File: src/rtl/loadq_ring_pkg.sv
// Shared load-queue definitions: entry states, ring pointer type, ROB age compare.
// Default sizing constants for loadq_ring live here too.
package mem_defs;

  localparam int LDQ_RING_NUM_ENTRIES = 16;
  localparam int LDQ_RING_ALLOC_LANES = 2;
  localparam int LDQ_RING_RET_LANES   = 2;
  localparam int LDQ_RING_ROBID_W     = 6;
  localparam int LDQ_RING_REPLAY_WAIT = 4;
  localparam int LDQ_RING_IDX_W       = $clog2(LDQ_RING_NUM_ENTRIES);

  typedef enum logic [2:0] {
    INVALID  = 3'd0,
    WAIT_ISS = 3'd1,
    READY    = 3'd2,
    IN_PIPE  = 3'd3,
    BACKOFF  = 3'd4,
    DONE     = 3'd5
  } t_ldq_state;

  typedef struct packed {
    logic                      wrap;
    logic [LDQ_RING_IDX_W-1:0] idx;
  } t_ldq_ptr;

  // True when ROB id a is the same as or older than b; bit w-1 is the wrap bit.
  function automatic logic robid_older_eq(input logic [31:0] a, input logic [31:0] b,
                                          input int w);
    logic [31:0] mask;
    mask = (32'd1 << (w - 1)) - 32'd1;
    if (a[w-1] == b[w-1]) return (a & mask) <= (b & mask);
    else                  return (a & mask) >  (b & mask);
  endfunction

endpackage

File: src/rtl/loadq_ring_entry.sv
// One load-queue slot: lifecycle FSM, captured ROB id and replay back-off down-counter.
//   state    | meaning
//   INVALID  | slot free
//   WAIT_ISS | allocated, waiting for RS issue
//   READY    | requesting the mem pipe
//   IN_PIPE  | granted, waiting for the mm5 response
//   BACKOFF  | replayed, counting down before re-requesting
//   DONE     | completed, waiting for retire
module loadq_ring_entry
  import mem_defs::*;
#(
  parameter int ROBID_W     = LDQ_RING_ROBID_W,
  parameter int REPLAY_WAIT = LDQ_RING_REPLAY_WAIT
) (
  input  logic               clk,
  input  logic               reset,
  input  logic               i_alloc,
  input  logic [ROBID_W-1:0] i_alloc_robid,
  input  logic               i_kill,
  input  logic               i_iss,
  input  logic               i_gnt,
  input  logic               i_rsp,
  input  logic               i_rsp_replay,
  output t_ldq_state         o_state,
  output logic [ROBID_W-1:0] o_robid
);

  localparam int CW = $clog2(REPLAY_WAIT + 1);

  t_ldq_state         r_state;
  logic [ROBID_W-1:0] r_robid;
  logic [CW-1:0]      r_cnt;

  always_ff @(posedge clk or negedge reset) begin
    if (!reset) begin
      r_state <= INVALID;
      r_robid <= '0;
      r_cnt   <= '0;
    end else if (i_alloc) begin
      r_state <= WAIT_ISS;
      r_robid <= i_alloc_robid;
    end else if (i_kill) begin
      r_state <= INVALID;
    end else begin
      case (r_state)
        WAIT_ISS: if (i_iss) r_state <= READY;
        READY:    if (i_gnt) r_state <= IN_PIPE;
        IN_PIPE: begin
          if (i_rsp) begin
            if (i_rsp_replay) begin
              r_state <= BACKOFF;
              r_cnt   <= CW'(REPLAY_WAIT);
            end else begin
              r_state <= DONE;
            end
          end
        end
        // Leaving on the last count makes the re-request land REPLAY_WAIT+1 cycles after the rsp.
        BACKOFF: begin
          if (r_cnt <= CW'(1)) r_state <= READY;
          else                 r_cnt   <= r_cnt - CW'(1);
        end
        default: ;
      endcase
    end
  end

  assign o_state = r_state;
  assign o_robid = r_robid;

endmodule

File: src/rtl/loadq_ring.sv
// Age-ordered circular load queue with oldest-first mem pipe arbitration and ROB-id nuke.
// Optional replay statistic counter enabled by LOADQ_RING_STATS_EN.
module loadq_ring
  import mem_defs::*;
#(
  parameter  int NUM_ENTRIES = LDQ_RING_NUM_ENTRIES,
  parameter  int ALLOC_LANES = LDQ_RING_ALLOC_LANES,
  parameter  int RET_LANES   = LDQ_RING_RET_LANES,
  parameter  int ROBID_W     = LDQ_RING_ROBID_W,
  parameter  int REPLAY_WAIT = LDQ_RING_REPLAY_WAIT,
  localparam int IW          = $clog2(NUM_ENTRIES),
  localparam int PW          = IW + 1,
  localparam int RCW         = $clog2(RET_LANES) + 1
) (
  input  logic                           clk,
  input  logic                           reset,
  input  logic [ALLOC_LANES-1:0]         alloc_valid,
  input  logic [ALLOC_LANES*ROBID_W-1:0] alloc_robid,
  output logic                           alloc_ready,
  output logic [ALLOC_LANES*IW-1:0]      alloc_ldqid,
  input  logic                           iss_valid,
  input  logic [IW-1:0]                  iss_ldqid,
  output logic                           pipe_req,
  output logic [IW-1:0]                  pipe_req_ldqid,
  output logic [ROBID_W-1:0]             pipe_req_robid,
  input  logic                           pipe_gnt,
  input  logic                           pipe_rsp_valid,
  input  logic [IW-1:0]                  pipe_rsp_ldqid,
  input  logic                           pipe_rsp_replay,
  input  logic [RCW-1:0]                 retire_cnt,
  input  logic                           nuke_valid,
  input  logic [ROBID_W-1:0]             nuke_robid,
  output logic [PW-1:0]                  count,
  output logic                           idle,
  output logic                           full,
  output logic [15:0]                    replay_cnt
);

  logic [PW-1:0]      r_head, r_tail;
  logic [PW-1:0]      w_count, w_free, w_nalloc, w_nflush;
  t_ldq_state         w_state [NUM_ENTRIES];
  logic [ROBID_W-1:0] w_robid [NUM_ENTRIES];
  logic [ROBID_W-1:0] w_alloc_rob [NUM_ENTRIES];
  logic [NUM_ENTRIES-1:0] w_alloc_hit, w_ret_mask, w_flush, w_kill, w_iss, w_gnt, w_rsp;
  logic [IW-1:0]      w_slot, w_scan, w_sel;
  logic               w_found;

  assign w_count     = r_tail - r_head;
  assign w_free      = PW'(NUM_ENTRIES) - w_count;
  assign alloc_ready = int'(w_free) >= ALLOC_LANES;
  assign count       = w_count;
  assign idle        = (w_count == '0);
  assign full        = (w_count == PW'(NUM_ENTRIES));

  // Allocation: lane l lands at tail+l; the whole group is dropped in a nuke cycle.
  always_comb begin
    w_alloc_hit = '0;
    w_nalloc    = '0;
    w_slot      = '0;
    alloc_ldqid = '0;
    for (int e = 0; e < NUM_ENTRIES; e++) w_alloc_rob[e] = '0;
    for (int l = 0; l < ALLOC_LANES; l++) begin
      w_slot = r_tail[IW-1:0] + IW'(l);
      alloc_ldqid[l*IW +: IW] = w_slot;
      if (alloc_valid[l] && !nuke_valid) begin
        w_alloc_hit[w_slot] = 1'b1;
        w_alloc_rob[w_slot] = alloc_robid[l*ROBID_W +: ROBID_W];
        w_nalloc            = w_nalloc + PW'(1);
      end
    end
  end

  // Retire is applied first so the nuke only sees entries that survive it.
  always_comb begin
    w_ret_mask = '0;
    w_flush    = '0;
    w_nflush   = '0;
    for (int j = 0; j < RET_LANES; j++)
      if (RCW'(j) < retire_cnt) w_ret_mask[r_head[IW-1:0] + IW'(j)] = 1'b1;
    for (int e = 0; e < NUM_ENTRIES; e++) begin
      w_flush[e] = nuke_valid && (w_state[e] != INVALID) && !w_ret_mask[e] &&
                   robid_older_eq(32'(nuke_robid), 32'(w_robid[e]), ROBID_W);
      w_nflush   = w_nflush + PW'(w_flush[e]);
    end
    w_kill = w_ret_mask | w_flush;
  end

  always_comb begin
    w_found = 1'b0;
    w_sel   = '0;
    w_scan  = '0;
    for (int k = 0; k < NUM_ENTRIES; k++) begin
      w_scan = r_head[IW-1:0] + IW'(k);
      if (!w_found && w_state[w_scan] == READY) begin
        w_found = 1'b1;
        w_sel   = w_scan;
      end
    end
  end

  assign pipe_req       = w_found;
  assign pipe_req_ldqid = w_sel;
  assign pipe_req_robid = w_robid[w_sel];

  always_comb begin
    for (int e = 0; e < NUM_ENTRIES; e++) begin
      w_iss[e] = iss_valid && (iss_ldqid == IW'(e));
      w_gnt[e] = pipe_gnt && w_found && (w_sel == IW'(e));
      w_rsp[e] = pipe_rsp_valid && (pipe_rsp_ldqid == IW'(e));
    end
  end

  for (genvar e = 0; e < NUM_ENTRIES; e++) begin : g_ent
    loadq_ring_entry #(
      .ROBID_W    (ROBID_W),
      .REPLAY_WAIT(REPLAY_WAIT)
    ) u_ent (
      .clk          (clk),
      .reset        (reset),
      .i_alloc      (w_alloc_hit[e]),
      .i_alloc_robid(w_alloc_rob[e]),
      .i_kill       (w_kill[e]),
      .i_iss        (w_iss[e]),
      .i_gnt        (w_gnt[e]),
      .i_rsp        (w_rsp[e]),
      .i_rsp_replay (pipe_rsp_replay),
      .o_state      (w_state[e]),
      .o_robid      (w_robid[e])
    );
  end

  // Flushed entries are contiguous up to tail, so pulling tail back by their number suffices.
  always_ff @(posedge clk or negedge reset) begin
    if (!reset) begin
      r_head <= '0;
      r_tail <= '0;
    end else begin
      r_head <= r_head + PW'(retire_cnt);
      if (nuke_valid) r_tail <= r_tail - w_nflush;
      else            r_tail <= r_tail + w_nalloc;
    end
  end

`ifdef LOADQ_RING_STATS_EN
  logic [15:0] r_replay_cnt;
  logic        w_replay_acc;
  assign w_replay_acc = pipe_rsp_valid && pipe_rsp_replay &&
                        (w_state[pipe_rsp_ldqid] == IN_PIPE) && !w_kill[pipe_rsp_ldqid];
  always_ff @(posedge clk or negedge reset) begin
    if (!reset)                                   r_replay_cnt <= '0;
    else if (w_replay_acc && r_replay_cnt != 16'hFFFF) r_replay_cnt <= r_replay_cnt + 16'd1;
  end
  assign replay_cnt = r_replay_cnt;
`else
  assign replay_cnt = '0;
`endif

  always @(posedge clk) begin
    if (reset) begin
      assert (!(|alloc_valid) || alloc_ready);
      assert (32'(retire_cnt) <= 32'(w_count));
      assert (32'(retire_cnt) <= RET_LANES);
      for (int e = 0; e < NUM_ENTRIES; e++)
        assert (!w_ret_mask[e] || w_state[e] == DONE);
    end
  end

endmodule

File: config.mk
export PLATFORM = sky130hd
export DESIGN_NAME = loadq_ring
export DESIGN_NICKNAME = d
export VERILOG_FILES = /design/src/rtl/loadq_ring_pkg.sv /design/src/rtl/loadq_ring_entry.sv /design/src/rtl/loadq_ring.sv
export SDC_FILE = /design/constraint.sdc
export NUM_CORES = 1
export LEC_CHECK = 0
export ABC_CLOCK_PERIOD_IN_PS = 7700
export CORE_MARGIN = 2
export CORE_UTILIZATION = 46
export DETAILED_ROUTE_END_ITERATION = 8
export PLACE_DENSITY = 0.59
export SLEW_MARGIN = 20
export SYNTH_ARGS = -nofsm -noshare
export SYNTH_HDL_FRONTEND = slang
export SYNTH_SLANG_ARGS = --single-unit
File: constraint.sdc
create_clock -name clk -period 7.7 [get_ports clk]
set_input_delay 1.925 -clock clk [delete_from_list [all_inputs] [get_ports clk]]
set_output_delay 1.925 -clock clk [all_outputs]
set_load 0.02 [all_outputs]
==> impl_metrics.env <==
export IMPL_outcome="finished, final reports clean"
export IMPL_synth_top_cells_by_count="nand2_1 (284), nor2_1 (213), dfrtp_1 (202), inv_1 (179), ha_1 (162)"
export IMPL_cts_tree="done"
export IMPL_start_kind="input port"
export IMPL_synth_seq_cells=202
export IMPL_maxSlewHeadroom_pct=24.0
export IMPL_vias=18800
export IMPL_first_global_vias=18400
export IMPL_crit_path_end_kind="flop"
export IMPL_skew_ps=35.0
export IMPL_synth_cells=2410
export IMPL_cp_num_buf_inv=7
export IMPL_cts_buffers=28
export IMPL_crit_top_cell="fa_1"
export IMPL_synth_most_common_cell="nand2_1"
export IMPL_ys_types=113
export IMPL_num_rows=75
export IMPL_ys_seq_area_share_pct=25.7
export IMPL_finalNonFillerCells=3076
export IMPL_syn2layout_area_growth_pct=15.0
export IMPL_antenna_found_initial=0
export IMPL_setup_viol=0
export IMPL_drive_gt1_share_pct=12.5
export IMPL_postCtsHoldBufs=0
export IMPL_fin_crit_sh_pct=96.4
export IMPL_drt_iter0_markers=1797
export IMPL_first_pass_iters=6
export IMPL_ff_latch_area_sq_um=5050
export IMPL_io_buffer_count=63
export IMPL_start_util_pct=46.8
export IMPL_fin_area_sq_um=22700
export IMPL_fp_dieArea_sq_um=44500
export IMPL_cp_max_fo=7
export IMPL_synth_enable_flop_cells=0
export IMPL_clock_latency_ps=590
export IMPL_nets=2734
export IMPL_cp_arrival_ps=7860
export IMPL_worst_ep_required_time_ps=8140
export IMPL_slew_violations=0
export IMPL_dpl_cell_count=3017
export IMPL_worst_pin_slew_ps=1130
export IMPL_die_w_um=211
export IMPL_grt_usage_pct=31.4
export IMPL_placeableCoreArea_sq_um=42100
export IMPL_place_area_sq_um=21400
export IMPL_cap_violations=0
export IMPL_cts_sinks=202
export IMPL_synth_area_sq_um=19700
export IMPL_clockRootBuffer="clkbuf_16"
export IMPL_max_stage_delay_ps=580
export IMPL_cp_top_family="adder cells"
export IMPL_ant_nets=0
export IMPL_period_needed_ps=7420
export IMPL_clk_pin_slew_ps=60
export IMPL_fmax_ghz=0.135
export IMPL_chipHeight_um=211
export IMPL_yosysTopAreaCellShare_pct=25.7
export IMPL_rsz0062_at_grt="no"
export IMPL_cts_buffer_depth=3
export IMPL_final_hold_viol_count=0
export IMPL_syn_avg_cell_area_sq_um=8.18
export IMPL_synth_main_ff_cell="dfrtp_1"
export IMPL_gr_total_overflow=0
export IMPL_yosys_area_top_type="dfrtp_1"
export IMPL_dp_hpwl_um=53500
export IMPL_nFillCells=3972
export IMPL_post_drt_wl_per_cell_um=22.7
export IMPL_post_drt_via_cell_ratio=6.11
export IMPL_hold_path_class="reg2reg"
export IMPL_timing_worst_setup_path_type="in2reg"
export IMPL_gp_congestion=0.989
export IMPL_yosys_warnings=0
export IMPL_synth_area_leaders="dfrtp_1 (26%), ha_1 (10%), nand2_1 (5.4%)"
export IMPL_drc_errors=0
export IMPL_grt_max_degree=79
export IMPL_drt_total_wl_um=69800
export IMPL_ios=80
export IMPL_grt_pass1_wl_um=108000
export IMPL_multi_input_area_sq_um=13500
export IMPL_cp_slowest_cell="fa_1"
export IMPL_post_route_util_pct=53.8
export IMPL_async_flop_share_pct=100
export IMPL_htreeDepth=1
[cell families (layout without fill, tap and decap cells)]
family / Yosys count / count (layout) / share of synthesized area (%)
DFF: 202 / 202 / 25.7
AOI/OAI and AO/OA: 633 / 633 / 22.0
adders and majority gates: 183 / 183 / 12.4
xor gates and xnor gates: 68 / 68 / 3.21
buffers and inverters: 327 / 438 / 7.48
and+or+nand+nor: 883 / 883 / 22.2
other: 1 / 17 / 0.0190
muxes: 113 / 113 / 7.02
[cell usage in the layout, fill, tap and decap left out, types with 19 or more instances in the layout]
cell,instances
nand2_1,284
nor2_1,211
dfrtp_1,202
inv_1,177
ha_1,157
o21ai_0,134
buf_4,129
a21oi_1,113
mux2i_1,81
a22oi_1,68
nor2b_1,67
nand3_1,59
clkdlybuf4s50_1,53
xnor2_1,43
and2_1,41
o21a_1,40
a31oi_1,32
nand2b_1,31
clkbuf_16,28
o221ai_1,27
nor3_1,26
or3_1,21
nor3b_1,20
nand4_1,20
o31ai_1,20
fa_1,20
o22ai_1,19
mux4_2,19
or2_2,19
[worst paths after layout]
kind | endpoint | start | depth (start not counted) | slack (ps)
max | r_tail[3]$_DFF_PN0_ | nuke_robid[0] | 27 | 280
min reg2reg | g_ent[8].u_ent.o_robid[1]$_DFFE_PN0N_ | g_ent[8].u_ent.o_robid[1]$_DFFE_PN0N_ | 2 | 480
min in group asynchronous | r_head[0]$_DFF_PN0_ | reset | 1 | 1340
min | g_ent[8].u_ent.o_robid[1]$_DFFE_PN0N_ | g_ent[8].u_ent.o_robid[1]$_DFFE_PN0N_ | 2 | 480
max reg2reg | r_tail[3]$_DFF_PN0_ | r_head[2]$_DFF_PN0_ | 22 | 700
max in group asynchronous | g_ent[9].u_ent.r_cnt[2]$_DFFE_PN0P_ | reset | 2 | 5010
[stage by stage]
step | setup slack, ps | hold slack, ps | TNS [ps]
2_1_floorplan | 212 | 443 | 0
3_3_place_gp | -627 | 459 | -2080
3_5_place_dp | -747 | 464 | -2420
4_1_cts | 2.57 | 478 | 0
5_1_grt | 3.80 | 508 | 0
6_report | 281 | 477 | 0
[state kept, by name (all words and copies together) (netlist names)]
| name | flops |
|---|---|
| g_ent.u_ent.o_state | 48 |
| r_tail | 5 |
| g_ent.u_ent.o_robid | 96 |
| r_head | 5 |
| g_ent.u_ent.r_cnt | 48 |
[worst reg2reg max path, cell delays in order, from the launching register on]
cell and delay, ps:
dfrtp_1 490, buf_4 280, ha_2 300, nand2_1 120, xnor2_1 500, nor2_1 220
a22oi_1 320, o311ai_0 340, nor2_1 280, fa_1 440, ha_1 200, or2_2 320
fa_2 620, fa_1 430, fa_1 540, inv_1 50, fa_1 500, inv_1 60
ha_2 270, a21o_1 180, a21oi_2 150, xor2_1 170, mux2i_1 90
[metal layers]
metal / track usage, % / wire, um
met5: 0 / 0
met3: 3.98 / 4220
met4: 15.8 / 3960
met2: 51.6 / 32100
met1: 40.8 / 29600
[final cells by class]
cell class	instances	share of cell area, %
clock buffers	32	3.29
clock inverters	20	0.917
inverters	182	3.04
well taps	539	2.98
multi-input cells	1896	59.4
diodes	1	0.0110
repair buffers	204	8.09
flip-flops and latches	202	22.3
[what timing repair did]
action	CTS	global route
gates resized for setup	16	40
buffers inserted	1	5
pin swaps	3	14
setup endpoints to repair	8	10
Power is left out: the tool's default activity adds up to more than one toggle a clock period on the data nets, which glitch-free logic cannot reach.
==> RTL edit 1 (same flow settings) <==
The package constant `LDQ_RING_ROBID_W` goes from 6 to 4.
--- a/src/rtl/loadq_ring_pkg.sv
+++ b/src/rtl/loadq_ring_pkg.sv
@@ -7,3 +7,3 @@
   localparam int LDQ_RING_RET_LANES   = 2;
-  localparam int LDQ_RING_ROBID_W     = 6;
+  localparam int LDQ_RING_ROBID_W     = 4;
   localparam int LDQ_RING_REPLAY_WAIT = 4;
Ports: changed (resized alloc_robid, nuke_robid and pipe_req_robid); port bits go from 80 to 72. The function was not compared with the original's and may differ.
==> RTL edit 1 against the unedited design <==
Synthesized area decreased by 13%. Final area decreased by 16%. Setup slack got worse by 0.24 ns. Sequential cell count decreased by 32. Largest cell class unchanged. Critical path type is now reg2out. First-iteration DRC count decreased by 1.0%. Routed wire length decreased by 11%. Maximum frequency decreased by 3.1%. Highest routed layer unchanged. Global-route usage increased by 1.2 points. Register-to-register slack improved by 0.22 ns.
Power is left out: the tool's default activity adds up to more than one toggle a clock period on the data nets, which glitch-free logic cannot reach.
==> RTL edit 1: results (changes against the unedited design) <==
| Metric | Value |
|---|---|
| Number of different library cells in the post-synthesis netlist | `96 (-15%)` |
| Length of routed met3 wiring | `5291 um (+25%)` |
| Result of the run | `finished clean` |
| First-pass GRT wire length | `96210 um (-11%)` |
| Antenna Diode Count | `0 (-1)` |
| Clock insertion delay at the later pin of the skew report | `0.48 ns (-0.11 ns)` |
| R2R depth | `24 (+9.1%)` |
| DP Wirelength | `47620 um (-11%)` |
| Critical path start-end classification | `reg2out` |
| Worst clock skew on the final layout | `0.01741 ns (-0.01756 ns)` |
| CP max-delay cell | `sky130_fd_sc_hd__clkdlybuf4s50_1` |
| Vias in the first global route | `15990 (-13%)` |
| Arrival time at the worst endpoint | `5.73 ns (-2.13 ns)` |
| Fraction of final layout cells sized beyond drive strength 1 | `0.1041 (-0.02131)` |
| Met2 layer usage reported by global route | `0.4998 (-0.01630)` |
| CP peak stage delay | `0.65 ns (+0.07 ns)` |
| Met2 wire length | `27370 um (-15%)` |
| Drt initial violations | `1779 (-1.0%)` |
| Register area share after synthesis | `0.2488 (-0.007677)` |
| Met1 Wirelength | `26000 um (-12%)` |
| Worst slew margin relative to its limit | `0.3442 (+0.1046)` |
| Number of gates resized after cts | `15 (-1)` |
| TritonCTS Buffers | `17 (-39%)` |
| Met3 Track Usage GR | `0.07238 (+0.03254)` |
| Final #Nets | `2350 (-14%)` |
| Worst-case hold path end point | `g_ent[0].u_ent.o_robid[1]` |
| Met1 capacity usage during global routing | `0.4265 (+0.01828)` |
-- RTL edit 1: cell type report --
cell class / count / area, sq um
clock inverter: 11 / 111.4
inverter: 163 / 618.1
multi-input combinational: 1678 / 11710
clock buffer: 20 / 446.7
tap: 468 / 585.6
sequential: 170 / 4254
fill: 3525 / 17550
timing repair buffer: 139 / 1340
-- RTL edit 1: stage by stage --
step / cells / setup TNS [ns] / cell area, sq um / hold slack (ns) / setup slack, ns
2_1_floorplan: 2152 / 0 / 17150 / 0.4455 / 0.3408
3_3_place_gp: 2616 / -0.8518 / 18290 / 0.4602 / -0.3105
3_5_place_dp: 2616 / -1.469 / 18290 / 0.4630 / -0.5121
4_1_cts: 2648 / 0 / 18920 / 0.4794 / 0.01788
5_1_grt: 2649 / -0.1688 / 19060 / 0.5083 / -0.1688
6_report: 2649 / 0 / 19060 / 0.4718 / 0.04507
==> RTL edit 2 (config.mk and constraints unchanged) <==
Made on the original files. Put a register stage on the output `count`, without a reset. The value now appears one clock later. The other outputs are not delayed to match. Comments in the files are not updated.
--- a/src/rtl/loadq_ring.sv
+++ b/src/rtl/loadq_ring.sv
@@ -50,3 +50,5 @@
   assign alloc_ready = int'(w_free) >= ALLOC_LANES;
-  assign count       = w_count;
+  always_ff @(posedge clk) begin
+    count <= w_count;
+  end
   assign idle        = (w_count == '0);
Function: changed (a bounded check fails within 4 cycles, from zero or initial values and one cycle with reset low).
==> RTL edit 2 against the unedited design <==
Synthesized area increased by 1.2%. Highest routed layer unchanged. Setup slack got worse by 0.14 ns. Final area increased by 1.5%. Sequential cell count increased by 5. Sequential share of layout area increased by 0.11 points. Routed wire length increased by 4.6%. Non-clock buffer count increased by 19. Critical path type is now reg2out.
Power is left out: the tool's default activity adds up to more than one toggle a clock period on the data nets, which glitch-free logic cannot reach.
==> RTL edit 2: results (changes against the unedited design) <==
| Metric | Value |
|---|---|
| Post-placement cell area | `21850 sq um (+2.0%)` |
| Syn. warnings | `0 (unchanged)` |
| Routability congestion estimate | `1.002 (+1.3%)` |
| Vias in the first global route | `18850 (+2.2%)` |
| CP delay by family, top | `buffers and inverters` |
| Worst Tran Pin Value | `1.158 ns (+0.02653 ns)` |
| Deepest clock path buffer count | `3 (unchanged)` |
| Async set-or-reset flop fraction in the synthesized netlist | `0.9758 (-0.02415)` |
| Largest cells by area after synthesis | `sky130_fd_sc_hd__dfrtp_1 (25%), sky130_fd_sc_hd__ha_1 (10%), sky130_fd_sc_hd__nand2_1 (5.0%)` |
| Fraction of final layout cells sized beyond drive strength 1 | `0.1319 (+0.006521)` |
| Max FFs per register | `96 (unchanged)` |
| CP max FO | `43 (+36)` |
| Worst hold path type | `reg2reg` |
| Clock insertion delay at the later pin of the skew report | `0.59 ns (about the same)` |
| Post-CTS clock slew at the launch and capture registers of the worst setup and hold paths | `0.07 ns` |
| Final #Nets | `2787 (+1.9%)` |
| Arrival time at the worst endpoint | `5.64 ns (-2.22 ns)` |
| Register area share after synthesis | `0.2584 (+0.001913)` |
| Top FF cell, synth | `sky130_fd_sc_hd__dfrtp_1` |
| CP max-delay cell | `sky130_fd_sc_hd__mux4_2` |
| TritonCTS Buffers | `27 (-3.6%)` |
| Maximum number of pins on one net before global-route repair | `94 (+19%)` |
| Drt initial violations | `1793 (-0.22%)` |
| Total detailed-routing wirelength | `73060 um (+4.6%)` |
| CTS HTree Levels | `1 (unchanged)` |
| Worst clock skew on the final layout | `0.01671 ns (-0.01826 ns)` |
| Commonest cells in the netlist | `sky130_fd_sc_hd__nand2_1 (268), sky130_fd_sc_hd__nor2_1 (215), sky130_fd_sc_hd__dfrtp_1 (202), sky130_fd_sc_hd__inv_1 (176), sky130_fd_sc_hd__a21oi_1 (164)` |
| CP peak stage delay | `0.53 ns (-0.05 ns)` |
| Antenna violations before repair | `0 (unchanged)` |
| Vias after detailed routing | `19290 (+2.7%)` |
| Result of the run | `finished clean` |
| Worst setup timing slack at the placement stage | `-0.6735 ns (+0.07360 ns)` |
| DP Wirelength | `55470 um (+3.7%)` |
| Number of different library cells in the post-synthesis netlist | `107 (-5.3%)` |
| I/O Buffers | `63 (unchanged)` |
| Clock Root Buffer | `sky130_fd_sc_hd__clkbuf_16` |
| Number of search-and-repair iterations in the first detailed-routing pass | `5 (-1)` |
| Tot GR Track Use | `0.3239 (+0.009803)` |
| First-pass GRT wire length | `111500 um (+3.5%)` |
[RTL edit 2: cell count changes in the layout (fill, tap and decap cells not counted), sizes merged, moves of 19 or more]
cell	delta
a21oi	+44
and2	-19
buf	+19
nand3	+31
o21ai	+34
o221ai	-24
[RTL edit 2: timing repair]
item	4_1_cts	5_1_grt
endpoints found under the setup margin	8	10
setup buffers	5	8
gates resized for setup	24	39
pin swaps	9	25
[RTL edit 2: area by class of cell]
class	instances	area [sq um]
timing repair buffer	223	1988
clock buffer	39	770.7
sequential	207	5156
antenna	1	2.502
inverter	181	694.4
tap	585	732.0
fill	4138	19980
clock inverter	8	133.9
multi-input combinational	1927	13520
[RTL edit 2: path summary, 6_finish.rpt]
check	slack (ns)	cells after the start	to	startpoint
max in group asynchronous	4.99	2	g_ent[12].u_ent.r_cnt[0]	reset
max	0.14	21	pipe_req_robid[5]	r_head[0]
min	0.47	2	g_ent[15].u_ent.r_cnt[1]	g_ent[15].u_ent.r_cnt[1]
min reg2reg	0.47	2	g_ent[15].u_ent.r_cnt[1]	g_ent[15].u_ent.r_cnt[1]
max reg2reg	0.83	26	r_tail[4]	r_head[0]
min in group asynchronous	1.35	1	g_ent[13].u_ent.r_cnt[1]	reset
[RTL edit 2: cell families after synthesis]
logic type                 after synthesis  share of synthesized area
AOI/OAI and AO/OA                      668                     0.2197
other                                    1                  0.0001880
adders and majority gates              183                     0.1227
buffers and inverters                  336                    0.07552
xor gates and xnor gates                70                    0.03149
muxes                                  116                    0.07421
and+or+nand+nor                        874                     0.2177
DFF                                    207                     0.2584
[RTL edit 2: per-layer routing]
layer  GRT usage  wire, um  share of wire
met5           0         0              0
met4      0.1481      3907          0.053
met3     0.04225      5347          0.073
met2      0.5441     34120           0.47
met1      0.4154     29680           0.41
[RTL edit 2: metrics by stage]
stage,util,hold slack (ns),cells
2_1_floorplan,-,0.4467,2470
3_3_place_gp,0.5084,0.4603,3110
3_5_place_dp,0.5084,0.4631,3110
4_1_cts,0.5318,0.4773,3162
5_1_grt,0.5351,0.4931,3170
6_report,0.5352,0.4731,3171
